===== src/rtl/s_axi_read_regbank_pkg.sv =====
// Sequencer register-map package: address field layout, field offsets for both
// banks, AXI response codes and the read responder state type.
package s_axi_read_regbank_pkg;

    localparam int unsigned FIELD_LSB      = 2;
    localparam int unsigned FIELD_WIDTH    = 3;
    localparam int unsigned SLOT_LSB       = 5;
    localparam int unsigned BANK_SEL_BIT   = 12;
    localparam int unsigned ADDR_UPPER_LSB = 13;

    localparam logic [FIELD_WIDTH-1:0] B0_CONTROL  = 3'd0;
    localparam logic [FIELD_WIDTH-1:0] B0_STATUS   = 3'd1;
    localparam logic [FIELD_WIDTH-1:0] B0_CNT      = 3'd2;

    localparam logic [FIELD_WIDTH-1:0] B1_SRC_ADDR = 3'd0;
    localparam logic [FIELD_WIDTH-1:0] B1_SRC_SIZE = 3'd1;
    localparam logic [FIELD_WIDTH-1:0] B1_DST_ADDR = 3'd2;
    localparam logic [FIELD_WIDTH-1:0] B1_DST_SIZE = 3'd3;
    localparam logic [FIELD_WIDTH-1:0] B1_STATUS   = 3'd4;
    localparam logic [FIELD_WIDTH-1:0] B1_PROFILE  = 3'd5;

    localparam logic [1:0] RESP_OKAY   = 2'b00;
    localparam logic [1:0] RESP_SLVERR = 2'b10;
    localparam logic [1:0] RESP_DECERR = 2'b11;

    typedef enum logic [1:0] {
        ST_IDLE   = 2'd0,
        ST_DECODE = 2'd1,
        ST_RESP   = 2'd2
    } rd_state_t;

endpackage


===== src/rtl/s_axi_read_regmux.sv =====
// Combinational decode of a latched read address into zero-extended field data
// and an AXI response code.
module s_axi_read_regmux
    import s_axi_read_regbank_pkg::*;
#(
    parameter int GLOB_ADDR_WIDTH      = 32,
    parameter int GLOB_DATA_WIDTH      = 32,
    parameter int BANK1_SRC_ADDR_WIDTH = 32,
    parameter int BANK1_SRC_SIZE_WIDTH = 26,
    parameter int BANK1_DST_ADDR_WIDTH = 32,
    parameter int BANK1_DST_SIZE_WIDTH = 26,
    parameter int BANK1_STATUS_WIDTH   = 2,
    parameter int BANK1_PROFILE_WIDTH  = 32,
    parameter int BANK0_CONTROL_WIDTH  = 4,
    parameter int BANK0_STATUS_WIDTH   = 4,
    parameter int BANK0_CNT_WIDTH      = 2
) (
    input  logic [GLOB_ADDR_WIDTH-1:0]      i_addr,
    input  logic [BANK0_CONTROL_WIDTH-1:0]  i_bank0_control,
    input  logic [BANK0_STATUS_WIDTH-1:0]   i_bank0_status,
    input  logic [BANK0_CNT_WIDTH-1:0]      i_bank0_cnt,
    input  logic [BANK1_SRC_ADDR_WIDTH-1:0] i_bank1_src_addr,
    input  logic [BANK1_SRC_SIZE_WIDTH-1:0] i_bank1_src_size,
    input  logic [BANK1_DST_ADDR_WIDTH-1:0] i_bank1_dst_addr,
    input  logic [BANK1_DST_SIZE_WIDTH-1:0] i_bank1_dst_size,
    input  logic [BANK1_STATUS_WIDTH-1:0]   i_bank1_status,
    input  logic [BANK1_PROFILE_WIDTH-1:0]  i_bank1_profile,
    output logic [GLOB_DATA_WIDTH-1:0]      o_data,
    output logic [1:0]                      o_resp
);

    logic [FIELD_WIDTH-1:0] w_field;
    logic                   w_upper_hit;
    logic                   w_unused;

    assign w_field     = i_addr[FIELD_LSB +: FIELD_WIDTH];
    assign w_upper_hit = (i_addr >> ADDR_UPPER_LSB) != '0;
    // Low byte-lane bits and slot/alias bits play no part in the data select.
    assign w_unused    = ^{i_addr[BANK_SEL_BIT-1:FIELD_LSB+FIELD_WIDTH], i_addr[FIELD_LSB-1:0]};

    always_comb begin
        // NOTE: defaults first so every path assigns both outputs and no latch is inferred.
        o_data = '0;
        o_resp = RESP_OKAY;
        if (w_upper_hit) begin
            o_resp = RESP_DECERR;
        end else if (!i_addr[BANK_SEL_BIT]) begin
            case (w_field)
                B0_CONTROL: o_data = GLOB_DATA_WIDTH'(i_bank0_control);
                B0_STATUS:  o_data = GLOB_DATA_WIDTH'(i_bank0_status);
                B0_CNT:     o_data = GLOB_DATA_WIDTH'(i_bank0_cnt);
                default:    o_resp = RESP_SLVERR;
            endcase
        end else begin
            case (w_field)
                B1_SRC_ADDR: o_data = GLOB_DATA_WIDTH'(i_bank1_src_addr);
                B1_SRC_SIZE: o_data = GLOB_DATA_WIDTH'(i_bank1_src_size);
                B1_DST_ADDR: o_data = GLOB_DATA_WIDTH'(i_bank1_dst_addr);
                B1_DST_SIZE: o_data = GLOB_DATA_WIDTH'(i_bank1_dst_size);
                B1_STATUS:   o_data = GLOB_DATA_WIDTH'(i_bank1_status);
                B1_PROFILE:  o_data = GLOB_DATA_WIDTH'(i_bank1_profile);
                default:     o_resp = RESP_SLVERR;
            endcase
        end
    end

endmodule


===== src/rtl/s_axi_read_regbank.sv =====
// AXI4-Lite read responder for the sequencer register banks: one outstanding
// read, AR latched in IDLE, field selected in DECODE, response held in RESP.
module s_axi_read_regbank
    import s_axi_read_regbank_pkg::*;
#(
    parameter int GLOB_ADDR_WIDTH      = 32,
    parameter int GLOB_DATA_WIDTH      = 32,
    parameter int BANK1_INDEX_WIDTH    = 2,
    parameter int BANK1_SRC_ADDR_WIDTH = 32,
    parameter int BANK1_SRC_SIZE_WIDTH = 26,
    parameter int BANK1_DST_ADDR_WIDTH = 32,
    parameter int BANK1_DST_SIZE_WIDTH = 26,
    parameter int BANK1_STATUS_WIDTH   = 2,
    parameter int BANK1_PROFILE_WIDTH  = 32,
    parameter int BANK0_CONTROL_WIDTH  = 4,
    parameter int BANK0_STATUS_WIDTH   = 4,
    parameter int BANK0_CNT_WIDTH      = BANK1_INDEX_WIDTH
) (
    input  logic                            clk,
    input  logic                            reset,
    input  logic [GLOB_ADDR_WIDTH-1:0]      S_AXI_ARADDR,
    input  logic                            S_AXI_ARVALID,
    output logic                            S_AXI_ARREADY,
    output logic [GLOB_DATA_WIDTH-1:0]      S_AXI_RDATA,
    output logic [1:0]                      S_AXI_RRESP,
    output logic                            S_AXI_RVALID,
    input  logic                            S_AXI_RREADY,
    input  logic [BANK0_CONTROL_WIDTH-1:0]  bank0_control,
    input  logic [BANK0_STATUS_WIDTH-1:0]   bank0_status,
    input  logic [BANK0_CNT_WIDTH-1:0]      bank0_cnt,
    output logic [BANK1_INDEX_WIDTH-1:0]    bank1_rd_idx,
    input  logic [BANK1_SRC_ADDR_WIDTH-1:0] bank1_src_addr,
    input  logic [BANK1_SRC_SIZE_WIDTH-1:0] bank1_src_size,
    input  logic [BANK1_DST_ADDR_WIDTH-1:0] bank1_dst_addr,
    input  logic [BANK1_DST_SIZE_WIDTH-1:0] bank1_dst_size,
    input  logic [BANK1_STATUS_WIDTH-1:0]   bank1_status,
    input  logic [BANK1_PROFILE_WIDTH-1:0]  bank1_profile,
    output logic                            rd_done
);

    rd_state_t                  r_state;
    logic [GLOB_ADDR_WIDTH-1:0] r_addr;
    logic                       r_arready;
    logic                       r_rvalid;
    logic [GLOB_DATA_WIDTH-1:0] r_rdata;
    logic [1:0]                 r_rresp;
    logic                       r_rd_done;
    logic [GLOB_DATA_WIDTH-1:0] w_data;
    logic [1:0]                 w_resp;

    // The slot select only moves on an AR handshake, so it holds between reads.
    assign bank1_rd_idx = r_addr[SLOT_LSB +: BANK1_INDEX_WIDTH];

    s_axi_read_regmux #(
        .GLOB_ADDR_WIDTH      (GLOB_ADDR_WIDTH),
        .GLOB_DATA_WIDTH      (GLOB_DATA_WIDTH),
        .BANK1_SRC_ADDR_WIDTH (BANK1_SRC_ADDR_WIDTH),
        .BANK1_SRC_SIZE_WIDTH (BANK1_SRC_SIZE_WIDTH),
        .BANK1_DST_ADDR_WIDTH (BANK1_DST_ADDR_WIDTH),
        .BANK1_DST_SIZE_WIDTH (BANK1_DST_SIZE_WIDTH),
        .BANK1_STATUS_WIDTH   (BANK1_STATUS_WIDTH),
        .BANK1_PROFILE_WIDTH  (BANK1_PROFILE_WIDTH),
        .BANK0_CONTROL_WIDTH  (BANK0_CONTROL_WIDTH),
        .BANK0_STATUS_WIDTH   (BANK0_STATUS_WIDTH),
        .BANK0_CNT_WIDTH      (BANK0_CNT_WIDTH)
    ) u_regmux (
        .i_addr           (r_addr),
        .i_bank0_control  (bank0_control),
        .i_bank0_status   (bank0_status),
        .i_bank0_cnt      (bank0_cnt),
        .i_bank1_src_addr (bank1_src_addr),
        .i_bank1_src_size (bank1_src_size),
        .i_bank1_dst_addr (bank1_dst_addr),
        .i_bank1_dst_size (bank1_dst_size),
        .i_bank1_status   (bank1_status),
        .i_bank1_profile  (bank1_profile),
        .o_data           (w_data),
        .o_resp           (w_resp)
    );

    // NOTE: non-blocking assignments throughout so every register samples pre-edge values.
    always_ff @(posedge clk or negedge reset) begin
        if (!reset) begin
            r_state   <= ST_IDLE;
            r_addr    <= '0;
            r_arready <= 1'b0;
            r_rvalid  <= 1'b0;
            r_rdata   <= '0;
            r_rresp   <= RESP_OKAY;
            r_rd_done <= 1'b0;
        end else begin
            r_rd_done <= 1'b0;
            case (r_state)
                ST_IDLE: begin
                    r_arready <= 1'b1;
                    if (S_AXI_ARVALID && r_arready) begin
                        r_addr    <= S_AXI_ARADDR;
                        r_arready <= 1'b0;
                        r_state   <= ST_DECODE;
                    end
                end
                ST_DECODE: begin
                    r_rdata  <= w_data;
                    r_rresp  <= w_resp;
                    r_rvalid <= 1'b1;
                    r_state  <= ST_RESP;
                end
                ST_RESP: begin
                    if (S_AXI_RREADY) begin
                        r_rvalid  <= 1'b0;
                        r_rd_done <= 1'b1;
                        r_arready <= 1'b1;
                        r_state   <= ST_IDLE;
                    end
                end
                default: r_state <= ST_IDLE;
            endcase
        end
    end

    assign S_AXI_ARREADY = r_arready;
    assign S_AXI_RVALID  = r_rvalid;
    assign S_AXI_RDATA   = r_rdata;
    assign S_AXI_RRESP   = r_rresp;
    assign rd_done       = r_rd_done;

endmodule


===== config.mk =====
export PLATFORM = sky130hd
export DESIGN_NAME = s_axi_read_regbank
export DESIGN_NICKNAME = d
export VERILOG_FILES = /design/src/rtl/s_axi_read_regbank_pkg.sv /design/src/rtl/s_axi_read_regmux.sv /design/src/rtl/s_axi_read_regbank.sv
export SDC_FILE = /design/constraint.sdc
export NUM_CORES = 1
export LEC_CHECK = 0
export ABC_AREA = 1
export CORE_ASPECT_RATIO = 0.5
export CORE_MARGIN = 10
export CORE_UTILIZATION = 41
export CTS_BUF_LIST = sky130_fd_sc_hd__clkbuf_16
export CTS_CLUSTER_SIZE = 8
export DETAILED_ROUTE_END_ITERATION = 8
export GPL_TIMING_DRIVEN = 0
export PLACE_DENSITY = 0.92
export SKIP_LAST_GASP = 1
export SLEW_MARGIN = 20
export SYNTH_ARGS = -nofsm -noshare
export SYNTH_HDL_FRONTEND = slang
export SYNTH_SLANG_ARGS = --single-unit

===== constraint.sdc =====
create_clock -name clk -period 4.1 [get_ports clk]
set_input_delay 0.41 -clock clk [delete_from_list [all_inputs] [get_ports clk]]
set_output_delay 0.41 -clock clk [all_outputs]
set_load 0.05 [all_outputs]

==> After elaboration in Yosys (flattened, before gate mapping) <==
Cells that the tools add are included.
{ "classes": {"eq_ne": 9, "n_mux": 18, "n_reduce_logical": 12} }
{ "op_table": {"columns": ["cell", "count"], "rows": [
  ["32-bit case mux with 6 select lines", 1],
  ["32-bit two-way mux", 2],
  ["32-bit nonzero test", 1],
  ["2-bit two-way mux", 6],
  ["4-bit case mux with 3 select lines", 1],
  ["2-bit AND reduction", 4],
  ["3-bit by 2-bit equality test with 1-bit output, second input constant", 2],
  ["3-bit equality test, second input constant", 2],
  ["2-bit case mux with 3 select lines", 1],
  ["6-bit OR reduction", 1],
  ["1-bit two-way mux", 5],
  ["2-bit inequality test, second input constant", 2],
  ["1-bit case mux with 2 select lines", 2],
  ["2-bit nonzero test", 2],
  ["3-bit by 1-bit equality test with 1-bit output, second input constant", 1],
  ["3-bit logical NOT", 1],
  ["3-bit OR reduction", 1],
  ["2-bit by 1-bit equality test with 1-bit output, second input constant", 1],
  ["2-bit equality test, second input constant", 1],
  ["2-bit logical NOT", 1],
  ["1-bit logical AND", 1]
]} }
{ "totals": {"ff_bits": 71, "in_bits": 196, "out_inout_bits": 39, "word_cells": 46} }

==> Longest topological paths before layout <==
Gate-level depths: netlist of run 1.
{ "logic_depth": {"depth_word": 5, "depth_mapped": 12, "mapped_depth_nobuf": 9} }

==> Modules after synthesis <==
From an unflattened synthesis of run 1, not the netlist that was laid out.
{ "hier_totals": {"hier_cells": 662, "hier_area_um2": 4413.0} }
{ "by_module_without_submodules": {"columns": ["mod", "instances", "cells_each", "area_each_um2", "seq_area_each_um2"], "rows": [
  ["s_axi_read_regbank", 1, 308, 2830.2, 1776.7],
  ["s_axi_read_regmux", 1, 354, 1582.8, 0.0]
]} }

==> Worst setup path after synthesis of run 1 <==
Ideal clock, no wire load.
{ "synth_path": {"kind": "flip-flop to flip-flop", "from": "register r_arready (netlist: S_AXI_ARREADY)", "to": "register r_addr[4]", "setup_ps": 137, "arrival_ps": 1268, "setup_slack_ps": 2696, "stages_incl_launch_ff": 5, "path_buffers": 1, "synth_period_minus_slack_ps": 1404, "path_cell_list": "dfrtp_1 nand3_1 inv_1 clkbuf_1 o21ai_0"} }
{ "synth_via": {"elab_chain_cells": 2} }
{ "synth_rtl": {"columns": ["item", "line_no", "source"], "rows": [
  ["start: declaration", "s_axi_read_regbank.sv:43", "logic r_arready;"],
  ["start signal: assignment", "s_axi_read_regbank.sv:86", "r_arready <= 1'b0;"],
  ["start signal: assignment", "s_axi_read_regbank.sv:95", "r_arready <= 1'b1;"],
  ["start signal: assignment", "s_axi_read_regbank.sv:98", "r_arready <= 1'b0;"],
  ["1-bit logical AND", "s_axi_read_regbank.sv:96", "if (S_AXI_ARVALID && r_arready) begin"],
  ["2-bit AND reduction (no line)", null, null],
  ["end signal: assignment", "s_axi_read_regbank.sv:85", "r_addr <= '0;"],
  ["end signal: assignment", "s_axi_read_regbank.sv:97", "r_addr <= S_AXI_ARADDR;"],
  ["end: declaration", "s_axi_read_regbank.sv:42", "logic [GLOB_ADDR_WIDTH-1:0] r_addr;"]
]} }
Every way passes these cells.
A chain may end at the register's enable or synchronous reset.

==> Worst setup path after layout of run 1 <==
{ "layout_path": {"from": "register r_addr[5]", "to": "output bank1_rd_idx[0]"} }
{ "layout_rtl": {"columns": ["item", "line_no", "source"], "rows": [
  ["end: declaration", "s_axi_read_regbank.sv:31", "output logic [BANK1_INDEX_WIDTH-1:0] bank1_rd_idx,"]
]} }
No word-level cell between the ends.

==> results of run 1 <==
synth_stat cells:
library cell  instances
nor2_4                2
inv_2                 4
nor2_2                1
nor2_1               50
inv_4                 1
nand2_2               1
a21oi_4               1
buf_2                12
a21oi_1               2
nand3_4               1
nand4_1               3
nand3b_1              1
nand3_1              79
buf_6                 6
nand2_1             339
nor3_2                1
o21ai_0              10
buf_4                 8
inv_1                15
clkbuf_1              9
dfrtp_1              64
area by class of cell:
class	count	area (sq um)	share of cell area, %
inverters	20	77.57	1.165
repair buffers	229	2307	34.64
clock inverters	7	56.30	0.8452
multi-input cells	491	2021	30.33
plain buffers	35	221.5	3.325
well taps	121	151.4	2.273
flip-flops and latches	64	1602	24.04
clock buffers	9	225.2	3.381
metrics by stage:
stage / instances / utilization [%] / instance area (sq um) / total power (uW)
2_1_floorplan: 610 / - / 3921 / 1975
3_3_place_gp: 958 / 67.61 / 6345 / 2510
3_5_place_dp: 959 / 67.88 / 6370 / 2555
4_1_cts: 976 / 70.99 / 6661 / 3281
5_1_grt: 976 / 70.99 / 6661 / 3522
6_report: 976 / 70.99 / 6661 / 3267
per-layer routing:
metal  GRT usage [%]  part of all wire, %  wire length (um)
met4           4.595                  1.1               176
met2           42.50                   55              8651
met1           23.34                   38              6011
met5               0                    0                 0
met3           4.707                  5.8               915
cells by family after synthesis:
family                 after synthesis  synth area share [%]
AND/OR/NAND/NOR                    478                 49.59
flip-flops                          64                 40.84
buffers and inverters               55                 7.626
AO/OA/AOI/OAI                       13                 1.947
state kept, by name, summed over array words and instances, names as in the netlist:
name           cells
S_AXI_ARREADY      1
S_AXI_RDATA       32
S_AXI_RRESP        2
S_AXI_RVALID       1
r_addr            25
r_state            2
rd_done            1
timing repair:
action / 4_1_cts / 5_1_grt
gates resized for setup: 0 / 0
setup buffers: 0 / 0
hold endpoints to repair: 16 / 0
hold buffers: 1 / 0
report_power, final:
group          leakage (uW)  internal (uW)  switching (uW)
Sequential         0.000835            773            78.6
Combinational       0.00238            645            1060
Clock              0.000136            415             298
tightest hold or removal path, stage by stage (launching register included):
cell and delay (ns):
dfrtp_1 0.34, nand2_1 0.05, nand2_1 0.04
final timing paths:
check,start,endpoint,cells past startpoint
worst max-delay path,r_addr[5],bank1_rd_idx[0],2
worst min-delay path,S_AXI_RVALID,S_AXI_RVALID,2
max in group asynchronous,reset,S_AXI_RDATA[28],3
worst max register to register,r_addr[4],S_AXI_RDATA[2],8
min in group asynchronous,reset,S_AXI_RDATA[11],2
worst min register to register,S_AXI_RVALID,S_AXI_RVALID,2
==> results.json, run 1 <==
{
  "setup_ws_ns": 2.116,
  "antenna_found_initial": 0,
  "pre_cts_slack_ns": 2.343,
  "fillers": 787,
  "required_ns": 3.69,
  "cp_cell_sequence": "buf_4 -> clkdlybuf4s50_1",
  "slowest_stage": "clkdlybuf4s50_1",
  "critPathLaunchType": "register",
  "place.gp.congestion": 0.8755,
  "die_area_sq_um": 14110,
  "cts_tree": "built",
  "cap_violations": 0,
  "die_w_um": 158.3,
  "first_pass_iters": 5,
  "tightest_slew_ns": 0.6330,
  "synth-seq-cells": 64,
  "slowest_delay_ns": 0.80,
  "status": "complete, no violations",
  "hold_slack_ns": 0.4698,
  "finalSetupViolCount": 0,
  "grt_max_degree": 49,
  "fin_nets": 1046,
  "core.rowCount": 25,
  "path_buf_inv": 2,
  "power_leakage_uw": 0.003350,
  "cp_max_fo": 2,
  "yosysWarnings": 0,
  "cts_max_level": 3,
  "cts.clk_slew.worst_paths_ns": 0.06,
  "crit_path_end_kind": "primary output",
  "grt_usage_pct": 21.57,
  "fmax_ghz": 0.5041,
  "finClkSkew_ns": 0.007397,
  "mappedNetlistArea_sq_um": 3921,
  "cp.arrival_ns": 1.57,
  "maxSlewViolCount": 0,
  "cts_sinks": 64,
  "slew_headroom_pct": 57.80,
  "setup-tns-final_ns": 0,
  "ys_seq_area_share_pct": 40.84,
  "fin_crit_sh_pct": 48.38,
  "ant_nets": 0,
  "yosysTopAreaCell": "dfrtp_1",
  "drt_iter0_markers": 235,
  "fp.coreArea_sq_um": 9384,
  "dr_total_vias": 4692,
  "ir_drop_v": 0.0003244,
  "clock_latency_ns": 0.33,
  "layout_commonest_cell": "nand2_1",
  "clockBufferDepth": 2,
  "grt_pass1_vias": 4753,
  "wl_per_cell_um": 16.14,
  "reg2reg_slack_ns": 2.51,
  "cts_made_buffers": 9,
  "yosys-top-cells-area": "dfrtp_1 41%, nand2_1 32%, nand3_1 10%",
  "grt_pass1_wl_mm": 24.11,
  "yosysTopAreaCellShare_pct": 40.84,
  "antenna_cells": 0,
  "port_buffers": 227,
  "drive_above_1_share_pct": 6.550,
  "criticalPathCategory": "reg2out",
  "hpwl_mm": 12.83,
  "start_util_pct": 41.79,
  "final_cell_mix": "339 x nand2_1, 226 x clkdlybuf4s50_1, 79 x nand3_1",
  "avgSynthCellArea_sq_um": 6.428,
  "grt_setup_unrepaired": "false",
  "routed_wl_mm": 15.75,
  "cts-root-buf": "clkbuf_16",
  "drc_errors": 0,
  "netlist_instances": 610,
  "ios": 235,
  "hold_class": "reg2reg",
  "cp_top_family": "buffers and inverters",
  "ys_types": 21,
  "die_h_um": 89.15,
  "via_per_inst": 4.807,
  "period_minus_slack_ns": 1.984,
  "power_density_nw_per_um2": 490.4,
  "synth_nets": 806,
  "area_growth_pct": 69.88,
  "grt_overflow": 0,
  "hold_violations": 0
}
Note: power is estimated with default switching activity, not from simulation.
==> run 2, diff against run 1 <==
--- a/config.mk
+++ b/config.mk
@@ -8,12 +8,12 @@
 export ABC_AREA = 1
 export CORE_ASPECT_RATIO = 0.5
 export CORE_MARGIN = 10
-export CORE_UTILIZATION = 41
+export CORE_UTILIZATION = 38
 export CTS_BUF_LIST = sky130_fd_sc_hd__clkbuf_16
 export CTS_CLUSTER_SIZE = 8
 export DETAILED_ROUTE_END_ITERATION = 8
 export GPL_TIMING_DRIVEN = 0
-export PLACE_DENSITY = 0.92
+export PLACE_DENSITY = 0.86
 export SKIP_LAST_GASP = 1
 export SLEW_MARGIN = 20
 export SYNTH_ARGS = -nofsm -noshare
==> constraint.sdc (replaced) <==
create_clock -name clk -period 2 [get_ports clk]
set_input_delay 0.2 -clock clk [delete_from_list [all_inputs] [get_ports clk]]
set_output_delay 0.2 -clock clk [all_outputs]
set_load 0.05 [all_outputs]
==> results.json, run 2 (synthesis gave the netlist of run 1 again) <==
{
  "status": "complete, no violations",
  "cts_sinks": 64,
  "grt_usage_pct": 20.09,
  "start_util_pct": 38.63,
  "wl_per_cell_um": 15.68,
  "area_growth_pct": 71.47,
  "finClkSkew_ns": 0.007600,
  "crit_path_end_kind": "primary output",
  "fmax_ghz": 0.5681,
  "finalSetupViolCount": 0,
  "ios": 235,
  "pre_cts_slack_ns": 0.4169,
  "hold_class": "in2async",
  "hpwl_mm": 12.58,
  "drt_iter0_markers": 272,
  "die_h_um": 91.83,
  "cts_made_buffers": 9,
  "busiest_layer": "met2",
  "cp.arrival_ns": 1.56,
  "ctsResizeCount": 0,
  "cts_max_level": 3,
  "power_leakage_uw": 0.003371,
  "period_minus_slack_ns": 1.760,
  "cts_setup_buffers": 0,
  "fin_nets": 1046,
  "maxSlewViolCount": 0,
  "power_switching_uw": 2916,
  "clock_latency_ns": 0.33,
  "die_w_um": 163.7,
  "cts-root-buf": "clkbuf_16",
  "grt_pass1_vias": 4675,
  "antenna_cells": 0,
  "place.gp.congestion": 0.9319,
  "grt_util_met2_pct": 37.80,
  "setup_ws_ns": 0.2399,
  "layout_commonest_cell": "nand2_1",
  "core.rowCount": 26,
  "slew_headroom_pct": 62.58,
  "seqPwrFrac_pct": 25.3,
  "die_area_sq_um": 15030,
  "dr_total_vias": 4666,
  "cp_max_fo": 2,
  "p_int_uw": 3998,
  "timing.rr.end": "S_AXI_RDATA[21]",
  "fp.coreArea_sq_um": 10150,
  "fin_crit_sh_pct": 88.01,
  "drive_above_1_share_pct": 6.433,
  "grt_pass1_wl_mm": 24.16,
  "setup-tns-final_ns": 0,
  "drc_errors": 0,
  "power_density_nw_per_um2": 1028,
  "cap_violations": 0,
  "routed_wl_mm": 15.61,
  "rr_worst_depth": 8,
  "largest_register_ffs": 32,
  "grt_setup_unrepaired": "false",
  "clockBufferDepth": 2,
  "reg2reg_slack_ns": 0.39,
  "gr-usage-met1_pct": 22.20,
  "hold_slack_ns": 0.2842,
  "r2r_start": "r_addr[21]",
  "final_cells": 995,
  "post-place-cells": 978,
  "p_comb_share_pct": 50.5,
  "port_buffers": 227,
  "hold_violations": 0,
  "use_met3_pct": 5.531,
  "power_switching_share_pct": 42.17,
  "ant_nets": 0,
  "p_clk_share_pct": 24.3,
  "ir_drop_v": 0.0007798,
  "grt_max_degree": 50,
  "cts_tree": "built",
  "criticalPathCategory": "reg2out",
  "critPathLaunchType": "register",
  "utilization_pct": 66.25,
  "required_ns": 1.80,
  "tightest_slew_ns": 0.5613,
  "grt_overflow": 0,
  "final_cell_mix": "339 x nand2_1, 226 x clkdlybuf4s50_1, 79 x nand3_1",
  "via_per_inst": 4.689,
  "cts.clk_slew.worst_paths_ns": 0.06,
  "first_pass_iters": 5,
  "antenna_found_initial": 0
}
run 2: changes by cell type in the layout (fill, tap and decap cells not counted), sizes merged:
cell	change
clkinvlp	-1
bufinv	+2
inv	-1
run 2: worst max path at each step:
stage | start | to | slack (ns) | cells after the start
after global routing | r_addr[6] | bank1_rd_idx[1] | 0.20 | 2
after global placement | reset | r_addr[24] | -1.33 | 1
final | r_addr[6] | bank1_rd_idx[1] | 0.24 | 2
after CTS | r_addr[6] | bank1_rd_idx[1] | 0.22 | 2
after detailed placement | r_addr[21] | S_AXI_RDATA[21] | 0.42 | 8
after floorplan | S_AXI_ARREADY | r_addr[4] | 0.60 | 4
run 2: repair_timing:
item	in CTS	in global routing
setup endpoints to repair	0	0
hold endpoints to repair	15	0
hold buffers	1	0
run 2: critical path, stage by stage (launching register included):
cell	delay, ns
dfrtp_1	0.34
buf_4	0.10
clkdlybuf4s50_1	0.80
run 2: power by group through the flow:
stage	combinational, uW	clock, uW	sequential (uW)
finish	3490	1680	1750
global route	3900	1790	1780
CTS	3500	1710	1750
detailed placement	3490	0	1770
global placement	3410	0	1750
floorplan	2230	0	1820
run 2: per-layer routing:
layer	wire length, um	up-vias
li1	-	2372
met1	6175	2138
met2	8339	143
met3	902	13
met4	187	0
met5	0	-
run 2: per-stage QoR:
stage	total power, uW	cell area, sq um
final	6914	6724
after global routing	7468	6724
after floorplan	4048	3921
after detailed placement	5252	6394
after global placement	5163	6369
after CTS	6962	6724
run 2: cell type report:
| cell class | count | area, sq um |
|---|---|---|
| Sequential cell | 64 | 1602 |
| Clock buffer | 9 | 225.2 |
| Inverter | 20 | 77.57 |
| Timing Repair Buffer | 229 | 2307 |
| Buffer | 35 | 221.5 |
| Clock inverter | 7 | 95.09 |
| Tap cell | 140 | 175.2 |
| Fill cell | 892 | 3426 |
| Multi-Input combinational cell | 491 | 2021 |
==> run 3, diff against run 2 <==
--- a/config.mk
+++ b/config.mk
@@ -13,7 +13,8 @@
 export CTS_CLUSTER_SIZE = 8
 export DETAILED_ROUTE_END_ITERATION = 8
 export GPL_TIMING_DRIVEN = 0
-export PLACE_DENSITY = 0.86
+export MAX_ROUTING_LAYER = met4
+export PLACE_DENSITY = 0.91
 export SKIP_LAST_GASP = 1
 export SLEW_MARGIN = 20
 export SYNTH_ARGS = -nofsm -noshare
==> results.json, run 3 (synthesis gave the netlist of run 1 again) <==
{
  "p_int_uw": 3741,
  "grt_pass1_vias": 4641,
  "cp_max_fo": 2,
  "post-place-cells": 978,
  "grt_usage_pct": 20.42,
  "power_density_nw_per_um2": 993.4,
  "wl_per_cell_um": 15.46,
  "cts_max_level": 3,
  "grt_pass1_wl_mm": 24.05,
  "port_buffers": 227,
  "place.gp.congestion": 0.9207,
  "final_cell_mix": "339 x nand2_1, 226 x clkdlybuf4s50_1, 79 x nand3_1",
  "cts_made_buffers": 9,
  "ant_nets": 0,
  "cp.arrival_ns": 1.57,
  "crit_path_end_kind": "primary output",
  "cts.clk_slew.worst_paths_ns": 0.06,
  "fp.coreArea_sq_um": 10150,
  "seqPwrFrac_pct": 26.4,
  "ios": 235,
  "critPathLaunchType": "register",
  "fmax_ghz": 0.5641,
  "power_switching_uw": 2891,
  "power_leakage_uw": 0.003335,
  "maxSlewViolCount": 0,
  "drc_errors": 0,
  "die_w_um": 163.7,
  "cts_sinks": 64,
  "grt_max_degree": 55,
  "hpwl_mm": 12.61,
  "utilization_pct": 65.78,
  "path_buf_inv": 2,
  "ir_drop_v": 0.0006685,
  "layout_commonest_cell": "nand2_1",
  "p_comb_share_pct": 52.0,
  "largest_register_ffs": 32,
  "grt_setup_unrepaired": "false",
  "power_switching_share_pct": 43.59,
  "cts_tree": "built",
  "via_per_inst": 4.709,
  "die_area_sq_um": 15030,
  "die_h_um": 91.83,
  "required_ns": 1.80,
  "antenna_cells": 0,
  "p_clk_share_pct": 21.6,
  "slowest_stage": "clkdlybuf4s50_1",
  "clockBufferDepth": 2,
  "fin_crit_sh_pct": 88.64,
  "core.rowCount": 26,
  "period_minus_slack_ns": 1.773,
  "ctsResizeCount": 0,
  "tightest_slew_ns": 0.5540,
  "slew_headroom_pct": 62.95,
  "cp_cell_sequence": "buf_4 -> clkdlybuf4s50_1",
  "dr_total_vias": 4685,
  "cap_violations": 0,
  "criticalPathCategory": "reg2out",
  "finalSetupViolCount": 0,
  "status": "complete, no violations",
  "fin_nets": 1046,
  "finClkSkew_ns": 0.005223,
  "hold_violations": 0,
  "final_cells": 995,
  "first_pass_iters": 5,
  "hold_class": "in2async",
  "cp_top_family": "buffers and inverters",
  "slowest_delay_ns": 0.79,
  "area_growth_pct": 70.26,
  "clock_latency_ns": 0.33,
  "routed_wl_mm": 15.38,
  "drive_above_1_share_pct": 6.433,
  "grt_overflow": 0,
  "start_util_pct": 38.63,
  "cts-root-buf": "clkbuf_16",
  "drt_iter0_markers": 302,
  "antenna_found_initial": 0
}
==> run 3: worst paths after layout <==
| check | slack (ns) | cells after the start | endpoint | from |
|---|---|---|---|---|
| max in group asynchronous | 1.25 | 3 | r_addr[28] | reset |
| worst max register to register | 0.34 | 8 | S_AXI_RDATA[3] | r_addr[16] |
| worst max-delay path | 0.23 | 2 | bank1_rd_idx[0] | r_addr[5] |
| worst min-delay path | 0.25 | 2 | S_AXI_RDATA[9] | reset |
| min in group clk | 0.40 | 3 | r_addr[14] | S_AXI_ARADDR[14] |
| worst min register to register | 0.47 | 2 | r_addr[18] | r_addr[18] |
==> run 3: metrics by stage <==
stage / area, sq um / total power (uW) / hold WS, ns / TNS, ns / worst slack (ns)
2_1_floorplan: 3921 / 4048 / -0.09559 / 0 / 0.5958
4_1_cts: 6676 / 6683 / 0.2477 / 0 / 0.2143
5_1_grt: 6676 / 7178 / 0.2533 / 0 / 0.1294
3_3_place_gp: 6369 / 5136 / 0.4557 / -84.52 / -1.327
3_5_place_dp: 6394 / 5226 / 0.05590 / 0 / 0.3588
6_report: 6676 / 6632 / 0.2525 / 0 / 0.2271
==> run 3: final cells by class <==
cell class,instances,area [sq um]
buffer,35,221.5
clock buffer,9,225.2
clock inverter,7,47.55
fill,929,3473
inverter,20,77.57
multi-input combinational,491,2021
sequential,64,1602
tap,140,175.2
timing repair buffer,229,2307
==> run 3: what timing repair did <==
item	in CTS	in global routing
hold endpoints to repair	30	0
endpoints found under the setup margin	0	0
hold buffers	1	0
setup buffers	0	0
==> run 3: layer usage <==
metal	part of all wire [%]	GRT usage, %	up-vias
met2	54	37.57	141
li1	-	-	2368
met5	0	-	-
met3	6.4	4.683	21
met4	1.7	5.251	0
met1	38	21.73	2155
==> run 3: power by group through the flow <==
| stage | sequential [uW] | clock (uW) | combinational (uW) |
|---|---|---|---|
| global route | 1790 | 1530 | 3860 |
| detailed placement | 1770 | 0 | 3450 |
| CTS | 1750 | 1460 | 3470 |
| floorplan | 1820 | 0 | 2230 |
| global placement | 1750 | 0 | 3380 |
| finish | 1750 | 1430 | 3450 |
